## src/rtl/apb_arbiter.sv

```systemverilog
// Round-robin arbiter that funnels NREQ requester slots onto a single APB master port.
// Each requester owns one capture slot; the FSM serves one slot at a time.

module apb_arbiter #(
    parameter int NREQ = 4,
    parameter int AW   = 32,
    parameter int DW   = 32
) (
    input  logic               i_clk,
    input  logic               i_reset_n,
    input  logic [NREQ-1:0]    i_req_start,
    input  logic [NREQ*AW-1:0] i_req_addr,
    input  logic [NREQ*DW-1:0] i_req_wdata,
    input  logic [NREQ-1:0]    i_req_write,
    output logic [NREQ-1:0]    o_req_busy,
    output logic [NREQ-1:0]    o_req_done,
    output logic [DW-1:0]      o_req_rdata,
    output logic               o_req_slverr,
    output logic [NREQ-1:0]    o_grant,
    output logic               o_m_start,
    output logic [AW-1:0]      o_m_addr,
    output logic [DW-1:0]      o_m_wdata,
    output logic               o_m_write,
    input  logic               i_m_done,
    input  logic [DW-1:0]      i_m_rdata,
    input  logic               i_m_slverr
);

    localparam int IW = $clog2(NREQ);

    localparam logic [1:0] S_IDLE  = 2'd0;
    localparam logic [1:0] S_ISSUE = 2'd1;
    localparam logic [1:0] S_WAIT  = 2'd2;

    logic [1:0]                state_q, state_d;
    logic [NREQ-1:0]           busy_q, busy_d;
    logic [NREQ-1:0][AW-1:0]   addr_q, addr_d;
    logic [NREQ-1:0][DW-1:0]   wdata_q, wdata_d;
    logic [NREQ-1:0]           write_q, write_d;
    logic [NREQ-1:0]           grant_q, grant_d;
    logic [IW-1:0]             gidx_q, gidx_d;
    logic [IW-1:0]             rr_ptr_q, rr_ptr_d;
    logic [NREQ-1:0]           done_q, done_d;
    logic [DW-1:0]             rdata_q, rdata_d;
    logic                      slverr_q, slverr_d;

    logic                      pick_vld;
    logic [IW-1:0]             pick_idx;
    logic [IW-1:0]             cand;
    logic                      owned;

    // Index arithmetic modulo NREQ, which need not be a power of two.
    function automatic logic [IW-1:0] wrap_idx(input logic [IW-1:0] base, input int off);
        int s;
        s = int'(base) + off;
        if (s >= NREQ) s = s - NREQ;
        return IW'(s);
    endfunction

    // Scanning from the far end lets the candidate closest to rr_ptr win last.
    always_comb begin
        pick_vld = 1'b0;
        pick_idx = '0;
        cand     = '0;
        for (int k = NREQ - 1; k >= 0; k--) begin
            cand = wrap_idx(rr_ptr_q, k);
            if (busy_q[cand]) begin
                pick_vld = 1'b1;
                pick_idx = cand;
            end
        end
    end

    always_comb begin
        state_d  = state_q;
        busy_d   = busy_q;
        addr_d   = addr_q;
        wdata_d  = wdata_q;
        write_d  = write_q;
        grant_d  = grant_q;
        gidx_d   = gidx_q;
        rr_ptr_d = rr_ptr_q;
        done_d   = '0;
        rdata_d  = rdata_q;
        slverr_d = slverr_q;

        // A start on a slot that is already pending is dropped without touching the slot.
        for (int n = 0; n < NREQ; n++) begin
            if (i_req_start[n] && !busy_q[n]) begin
                busy_d[n]  = 1'b1;
                addr_d[n]  = i_req_addr[n*AW +: AW];
                wdata_d[n] = i_req_wdata[n*DW +: DW];
                write_d[n] = i_req_write[n];
            end
        end

        case (state_q)
            S_IDLE: begin
                if (pick_vld) begin
                    grant_d           = '0;
                    grant_d[pick_idx] = 1'b1;
                    gidx_d            = pick_idx;
                    state_d           = S_ISSUE;
                end
            end
            S_ISSUE: begin
                state_d = S_WAIT;
            end
            S_WAIT: begin
                if (i_m_done) begin
                    done_d[gidx_q] = 1'b1;
                    rdata_d        = i_m_rdata;
                    slverr_d       = i_m_slverr;
                    busy_d[gidx_q] = 1'b0;
                    grant_d        = '0;
                    rr_ptr_d       = wrap_idx(gidx_q, 1);
                    state_d        = S_IDLE;
                end
            end
            default: begin
                state_d = S_IDLE;
                grant_d = '0;
            end
        endcase
    end

    always_ff @(posedge i_clk or negedge i_reset_n) begin
        if (!i_reset_n) begin
            state_q  <= S_IDLE;
            busy_q   <= '0;
            addr_q   <= '0;
            wdata_q  <= '0;
            write_q  <= '0;
            grant_q  <= '0;
            gidx_q   <= '0;
            rr_ptr_q <= '0;
            done_q   <= '0;
            rdata_q  <= '0;
            slverr_q <= 1'b0;
        end else begin
            state_q  <= state_d;
            busy_q   <= busy_d;
            addr_q   <= addr_d;
            wdata_q  <= wdata_d;
            write_q  <= write_d;
            grant_q  <= grant_d;
            gidx_q   <= gidx_d;
            rr_ptr_q <= rr_ptr_d;
            done_q   <= done_d;
            rdata_q  <= rdata_d;
            slverr_q <= slverr_d;
        end
    end

    // The master-side bus is driven only while a slot owns it, zero otherwise.
    assign owned        = (state_q != S_IDLE);
    assign o_m_start    = (state_q == S_ISSUE);
    assign o_m_addr     = owned ? addr_q[gidx_q]  : '0;
    assign o_m_wdata    = owned ? wdata_q[gidx_q] : '0;
    assign o_m_write    = owned ? write_q[gidx_q] : 1'b0;
    assign o_grant      = grant_q;
    assign o_req_busy   = busy_q;
    assign o_req_done   = done_q;
    assign o_req_rdata  = rdata_q;
    assign o_req_slverr = slverr_q;

endmodule

```

## config.mk

```make
export PLATFORM = sky130hd
export DESIGN_NAME = apb_arbiter
export DESIGN_NICKNAME = d
export VERILOG_FILES = /design/src/rtl/apb_arbiter.sv
export SDC_FILE = /design/constraint.sdc
export NUM_CORES = 1
export LEC_CHECK = 0
export BUFFER_PORTS_ARGS = -buffer_cell sky130_fd_sc_hd__clkbuf_2
export CAP_MARGIN = 10
export CELL_PAD_IN_SITES_DETAIL_PLACEMENT = 0
export CELL_PAD_IN_SITES_GLOBAL_PLACEMENT = 1
export CORE_MARGIN = 10
export CORE_UTILIZATION = 47
export CTS_BUF_LIST = sky130_fd_sc_hd__clkbuf_4
export CTS_CLUSTER_SIZE = 8
export DETAILED_ROUTE_END_ITERATION = 12
export HOLD_SLACK_MARGIN = 0.12
export MAX_ROUTING_LAYER = met4
export PLACE_DENSITY = 0.95
export SETUP_SLACK_MARGIN = 0.15
export SLEW_MARGIN = 0
export SYNTH_ARGS = -nofsm -noshare
export SYNTH_HDL_FRONTEND = slang
export SYNTH_SLANG_ARGS = --single-unit
```

## constraint.sdc

```tcl
create_clock -name i_clk -period 3.4 [get_ports i_clk]
set_input_delay 0.17 -clock i_clk [delete_from_list [all_inputs] [get_ports i_clk]]
set_output_delay 0.17 -clock i_clk [all_outputs]
set_load 0.03 [all_outputs]
```

* Yosys cells after proc, flatten, opt, wreduce, memory -nomap -nowiden *
Cells that the tools add are included.

cells by class
  add/sub/neg operators = 9
  magnitude comparators = 13
  equal/unequal tests = 4
  multiplexer cells = 48
  bitwise gates (word level) = 3
  reductions and logical operators = 16

operators by type and width
  operator               number
  $bmux W32 S2           2
  $mux W32               4
  $mux W4                6
  $mux W2                11
  $lt A2 B3 Y1 const B   6
  $mux W1                16
  $ge A3 B3 Y1 const B   4
  $pmux W4 S3            1
  $bmux W1 S2            5
  $sub A2 B1 Y2 const B  5
  $add A2 B1 Y3 const B  2
  $add A2 B2 Y3 const B  2
  $logic_and A1 B1 Y1    6
  $pmux W2 S3            1
  $reduce_and A2 Y1      3
  $and A4 B4 Y4          1
  $demux W1 S2           2
  $ge A2 B1 Y1 const B   2
  $logic_not A1 Y1       4
  $ne A2 B2 Y1 const B   2
  $not A4 Y4             1
  $ge A2 B3 Y1 const B   1
  $reduce_and A3 Y1      1
  $eq A2 B1 Y1 const B   1
  4 further kinds        4

storage, ports and cells
  register bits after elaboration = 311
  output and inout port bits = 111
  word-level logic and storage cells = 113

* Longest topological paths before layout *
Gate-level depths: netlist of the first run.

  depth after elaboration = 15
  mapped depth = 7
  mapped depth without buffers = 4

* Worst setup path after synthesis of the first run *
No wires, ideal clock.

  path type = register to output
  from = register gidx_q[0]
  to = output o_m_addr[10]
  arrival = 1591 ps
  data required time = 3230 ps
  slack = 1639 ps
  cell stages (with the launch flop) = 6
  buffers on the path = 3
  cells stage by stage = dfrtp_1 -> buf_2 -> buf_6 -> buf_6 -> mux4_2 -> nor2b_1

between the ends
  word-level cells in the longest chain between the ends = 3

ends and longest elaborated chain
  what                            RTL line  text
  start: declaration              41        logic [IW-1:0] gidx_q, gidx_d;
  start signal: assignment        147       gidx_q <= gidx_d;
  $bmux W32 S2                    158       assign o_m_addr = owned ? addr_q[gidx_q] : '0;
  $mux W32 (not written as such)  158
  $mux W32                        158
  end: declaration                21        output logic [AW-1:0] o_m_addr,

Every way passes these cells. The select of a mux whose other input is x is not followed.

* Final worst setup path of the first run *
  from = register gidx_q[0]
  to = output o_m_wdata[5]

between the ends
  word-level cells in the longest chain between the ends = 3

ends and longest elaborated chain
  what                            RTL line  text
  $bmux W32 S2                    159       assign o_m_wdata = owned ? wdata_q[gidx_q] : '0;
  $mux W32 (not written as such)  159
  $mux W32                        159
  end: declaration                22        output logic [DW-1:0] o_m_wdata,

Every way passes these cells. The select of a mux whose other input is x is not followed.

==> impl_metrics.toml, run 1 <==
[sta]
finalSetupViolations = 0
final_hold_viol_count = 0
grt_setup_unrepaired = "no"
fin_crit_sh = 0.817
finalSetupTns_ns = 0
relSlewSlack = 0.437
slew_violations = 0
skew_ns = 0.0532
fmax_mhz = 360
worst_slew_pin_slew_ns = 0.845
final.min_clock_period_ns = 2.78

[synth]
yosys_warnings = 0
yosys-top-cells-count = "311 x dfrtp_1, 294 x mux2_2, 70 x nor2b_1"
yosysTopAreaCell = "dfrtp_1"
syn_inst = 841
synth.distinct_cells = 30
ys_top_cells_by_area = "dfrtp_1 57%, mux2_2 24%, mux4_2 11%"
synth_top_area_share = 0.573
synth_ff_type = "dfrtp_1"
avgSynthCellArea_sq_um = 16.2
synth.most_common_cell = "dfrtp_1"
syn_area_sq_um = 13600
synth_edf_count = 0
ys_ff_latch = 311
async_flop_share = 1.00
synth_fp_nets = 1145
synth-seq-area-share = 0.573

[cells_and_area]
finalNetCount = 1907
syn2layout_area_growth_pct = 48.9
final_util = 0.707
drive_gt1_frac = 0.559
fin_area_sq_um = 20200
final_cells = 2062

[detailed_routing]
route.detailed.wl_per_inst_um = 23.7
initialDrtViolationCount = 562
via_per_inst = 5.29
drc = 0
vias = 10900
drt-total-wl_mm = 48.8
ant_nets = 0
drt_pass1_iterations = 5

[floorplanning]
die_w_um = 190
core-area_sq_um = 28600
rows = 62
die_y_um = 190
initial_core_util = 0.475
io-pin-count = 411
dieArea_sq_um = 36100

[worst_setup_path]
worstPathArrival_ns = 2.61
cp_slowest_cell = "mux4_2"
required_ns = 3.23
critPathMaxStageDelay_ns = 0.62
worstSetupStartpoint = "gidx_q[0]"
path_cells = "buf_4 > mux4_2 > nor2b_1 > clkbuf_2"
r2r_cells = 4
startpoint_type = "register"
crit_cells = 4
r2r_setup_slack_ns = 1.44
reg2reg_from = "gidx_q[1]"
rr_endpoint = "rr_ptr_q[1]"
cp_top_family = "buffers and inverters"
cp_num_buf_inv = 2
crit_path_end_kind = "output pin"
cp-endpoint = "o_m_wdata[5]"
crit_fanout = 32
setup.worst_path.class = "reg -> out"

[place]
dp_hpwl_mm = 28.9
place_congestion = 0.865
dp.cells = 1601
port-buffer-count = 410
post_dp_cell_area_sq_um = 16100

[run_status]
status = "finished, final reports clean"

[hold_path]
hold_class = "in -> async"

[clocking]
cts_sinks = 311
cts_max_path_buffers = 3
cts_setup_buffers = 0
cts_tree = "built"
h-tree-depth = 3
cts.clk_slew.worst_paths_ns = 0.08
clock_latency_ns = 0.69
numCtsBuffers = 84
cts.root.buffer_cell = "clkbuf_4"

[global_route]
grt_pass1_vias = 13000
grt_max_degree = 108
grtUsageTotal = 0.277
antenna_found_initial = 10
grt_pass1_wl_mm = 75.3
grt-ovfl-total = 0

[power]
power_density_nw_per_um2 = 918
power_leakage_nw = 9.38
worst_ir_drop_vdd_mv = 0.601

[job]
drv_cap = 0
## metrics by stage
step	total power, mW	setup WS [ns]	hold slack [ns]
finish	18.6	0.622	0.182
global route	19.5	0.436	0.200
CTS	18.3	0.523	0.126
detailed placement	14.7	1.30	0.308
global placement	14.4	1.34	0.304
floorplan	12.2	1.64	-0.126
## sequential cells by signal (all words and copies together) (netlist names)
register / flops
addr_q: 128
gidx_q: 2
o_grant: 4
o_req_busy: 4
o_req_done: 4
o_req_rdata: 32
o_req_slverr: 1
rr_ptr_q: 2
state_q: 2
wdata_q: 128
write_q: 4
## power by group
group          internal [mW]  switching, mW  total [mW]
Clock                   1.76           1.62        3.38
Sequential              5.52           1.23        6.75
Combinational           4.03           4.41        8.44
## worst min-delay path by stage
stage	start	end	cells past startpoint
floorplan	i_reset_n	addr_q[0]	0
global placement	i_reset_n	o_req_rdata[27]	1
detailed placement	i_reset_n	o_req_rdata[27]	1
CTS	i_reset_n	addr_q[19]	2
global route	i_reset_n	addr_q[51]	2
finish	i_reset_n	addr_q[51]	2
## metal layers
layer	global-route usage	wire, um	vias to the layer above	share of wire
met3	0.0787	3750	140	0.077
met5	-	0	-	0
met2	0.467	25300	568	0.52
li1	-	-	4650	-
met1	0.295	18000	5544	0.37
met4	0.135	1820	0	0.037
## cells by family after synthesis
family / Yosys count / synth area share
buffers and inverters: 59 / 0.0228
muxes: 362 / 0.354
AOI/OAI and AO/OA: 13 / 0.00691
DFF: 311 / 0.573
adders and majority gates: 4 / 0.00368
and+or+nand+nor: 92 / 0.0402
## cells in the final DEF (no fill, tap or decap), drive strengths merged, types with 3 or more instances in the layout
master       count
and2             4
buf             22
clkbuf         534
clkinv          16
clkinvlp         3
dfrtp          311
diode           13
dlygate4sd3    300
ha               4
inv              7
mux2           294
mux2i            3
mux4            65
nor2            11
nor2b           70
## what timing repair did
action	CTS	global route
endpoints found under the hold margin	486	0
gates resized for setup	0	0
hold buffers	300	0
## layout make-up
class,count,area [sq um]
fill,1764,8390
sequential,311,7790
multi-input combinational,471,5530
timing repair buffer,731,5320
clock buffer,125,938
tap,384,480
clock inverter,23,125
antenna,13,32.5
inverter,4,15.0
No activity file was read; power rests on OpenSTA's default activity.
==> run 2, diff against run 1 <==
--- a/config.mk
+++ b/config.mk
@@ -10,13 +10,13 @@
 export CELL_PAD_IN_SITES_DETAIL_PLACEMENT = 0
 export CELL_PAD_IN_SITES_GLOBAL_PLACEMENT = 1
 export CORE_MARGIN = 10
-export CORE_UTILIZATION = 47
+export CORE_UTILIZATION = 43
 export CTS_BUF_LIST = sky130_fd_sc_hd__clkbuf_4
 export CTS_CLUSTER_SIZE = 8
 export DETAILED_ROUTE_END_ITERATION = 12
 export HOLD_SLACK_MARGIN = 0.12
 export MAX_ROUTING_LAYER = met4
-export PLACE_DENSITY = 0.95
+export PLACE_DENSITY = 0.92
 export SETUP_SLACK_MARGIN = 0.15
 export SLEW_MARGIN = 0
 export SYNTH_ARGS = -nofsm -noshare
==> constraint.sdc (replaced) <==
create_clock -name i_clk -period 2.9 [get_ports i_clk]
set_input_delay 0.145 -clock i_clk [delete_from_list [all_inputs] [get_ports i_clk]]
set_output_delay 0.145 -clock i_clk [all_outputs]
set_load 0.03 [all_outputs]
==> run 2 against run 1 <==
Net effect:
- global-route usage decreased by 3.2 points
- die area increased by 8.3%
- final cell count increased by 0.97%
- first-iteration DRC count shrank 26%
- routed wire length is 3.7% lower
- utilization is 6.1 points lower
- combinational power is 17% higher
- critical path depth is the same
- critical path type unchanged
- critical endpoint is now o_m_wdata[0]
- largest cell class unchanged
==> impl_metrics.toml, run 2 (same netlist as run 1, synthesis figures left out) <==
[cells_and_area]
drive_gt1_frac = 0.555
finalNetCount = 1911
final_common_cell = "clkbuf_2"
fin_area_sq_um = 20300
layout_common_cells = "409 x clkbuf_2, 309 x dfrtp_1, 306 x dlygate4sd3_1"
syn2layout_area_growth_pct = 49.1
final_util = 0.646
fillCellCount = 2128

[power]
worst_ir_drop_vdd_mv = 0.643
power_leakage_nw = 9.37
power_density_nw_per_um2 = 1060

[worst_setup_path]
startpoint_type = "register"
rr_endpoint = "addr_q[60]"
worstPathArrival_ns = 2.42
crit_fanout = 35
required_ns = 2.76
worstSetupStartpoint = "gidx_q[0]"
reg2reg_from = "o_req_busy[1]"
crit_path_end_kind = "output pin"
r2r_setup_slack_ns = 0.85
setup.worst_path.class = "reg -> out"
cp-endpoint = "o_m_wdata[0]"
r2r_cells = 4

[clocking]
cts_sinks = 311
cts_tree = "built"
cts.clk_slew.worst_paths_ns = 0.07
cts_setup_buffers = 0
cts.root.buffer_cell = "clkbuf_4"
cts_max_path_buffers = 3
clock_latency_ns = 0.70
numCtsBuffers = 84
h-tree-depth = 3

[detailed_routing]
drc = 0
vias = 10800
drt-total-wl_mm = 47.0
drt-met1-wl_mm = 17.9
initialDrtViolationCount = 415
via_per_inst = 5.17
ant_nets = 0
wl_met2_mm = 23.8
route.detailed.wl_per_inst_um = 22.6
dr.max_layer_used = "met4"
drt_pass1_iterations = 4
wl_met3_mm = 3.55

[place]
port-buffer-count = 410
dp_hpwl_mm = 27.7
place_congestion = 0.813
post_dp_cell_area_sq_um = 16100
place_ws_ns = 1.07

[sta]
fmax_mhz = 389
finalSetupViolations = 0
slew_violations = 0
fin_crit_sh = 0.886
grt_setup_unrepaired = "no"
finalSetupTns_ns = 0
relSlewSlack = 0.441
final_hold_viol_count = 0
final.min_clock_period_ns = 2.57
fin_hold_ws_ns = 0.224
skew_ns = 0.0450
worst_slew_pin_slew_ns = 0.839
fin_ws_ns = 0.331

[floorplanning]
dieArea_sq_um = 39100
initial_core_util = 0.433
die_y_um = 198
rows = 65
core-area_sq_um = 31400
io-pin-count = 411
die_w_um = 198

[global_route]
grtUsageTotal = 0.245
antenna_found_initial = 14
grt_max_degree = 85
grt_pass1_wl_mm = 71.8
grt-ovfl-total = 0
grt_pass1_vias = 12500

[run_status]
status = "finished, final reports clean"

[job]
drv_cap = 0

[hold_path]
hold_class = "in -> reg"
==> run 2: changes by cell type in the layout (fill, tap and decap cells not counted) <==
cell,change
clkbuf_4,-9
clkinv_2,+6
diode_2,+6
dlygate4sd3_1,+6
clkinvlp_4,-3
clkinv_1,-2
buf_12,-1
buf_4,-1
bufinv_16,+1
inv_2,-1
==> run 2: metrics by stage <==
step	instances	power, mW
2_1_floorplan	841	14.3
3_3_place_gp	1617	16.7
3_5_place_dp	1617	17.0
4_1_cts	2063	21.3
5_1_grt	2078	22.7
6_report	2082	21.5
==> run 2: worst max-delay path, stage by stage, from the launching register on <==
cell and delay (ns):
dfrtp_4 0.45, buf_12 0.27, mux4_2 0.58, nor2b_1 0.16, clkbuf_2 0.23
==> run 2: how the worst min path moves through the flow <==
stage	startpoint	end	slack, ns	cells after the start
5_1_grt	i_req_addr[99]	addr_q[99]	0.17	3
3_3_place_gp	i_reset_n	wdata_q[76]	0.20	1
2_1_floorplan	i_reset_n	addr_q[0]	-0.15	0
3_5_place_dp	i_reset_n	wdata_q[76]	0.20	1
4_1_cts	i_req_wdata[109]	wdata_q[109]	0.12	3
6_report	i_req_addr[99]	addr_q[99]	0.22	3
==> run 2: area by class of cell <==
class / instances / area [sq um] / share of cell area
repair buffers: 735 / 5360 / 0.264
inverters: 4 / 15.0 / 0.000741
flip-flops and latches: 311 / 7790 / 0.384
clock buffers: 116 / 871 / 0.0430
diodes: 19 / 47.5 / 0.00235
well taps: 402 / 503 / 0.0248
clock inverters: 24 / 151 / 0.00747
multi-input cells: 471 / 5530 / 0.273
==> run 2: power by group <==
| group | switching (mW) | leakage (nW) | internal (mW) |
|---|---|---|---|
| Combinational | 5.18 | 5.00 | 4.73 |
| Sequential | 1.30 | 3.76 | 6.47 |
| Clock | 1.85 | 0.618 | 2.02 |
==> run 2: metal layers <==
layer  up-vias  global-route usage
met5         -                   -
met4         0               0.109
met3       120              0.0732
met2       514               0.405
met1      5460               0.270
li1       4671                   -
==> run 2: what timing repair did <==
| action | 4_1_cts | 5_1_grt |
|---|---|---|
| hold buffers | 306 | 0 |
| hold endpoints to repair | 619 | 0 |
| setup endpoints to repair | 0 | 0 |
| gates resized for setup | 0 | 0 |
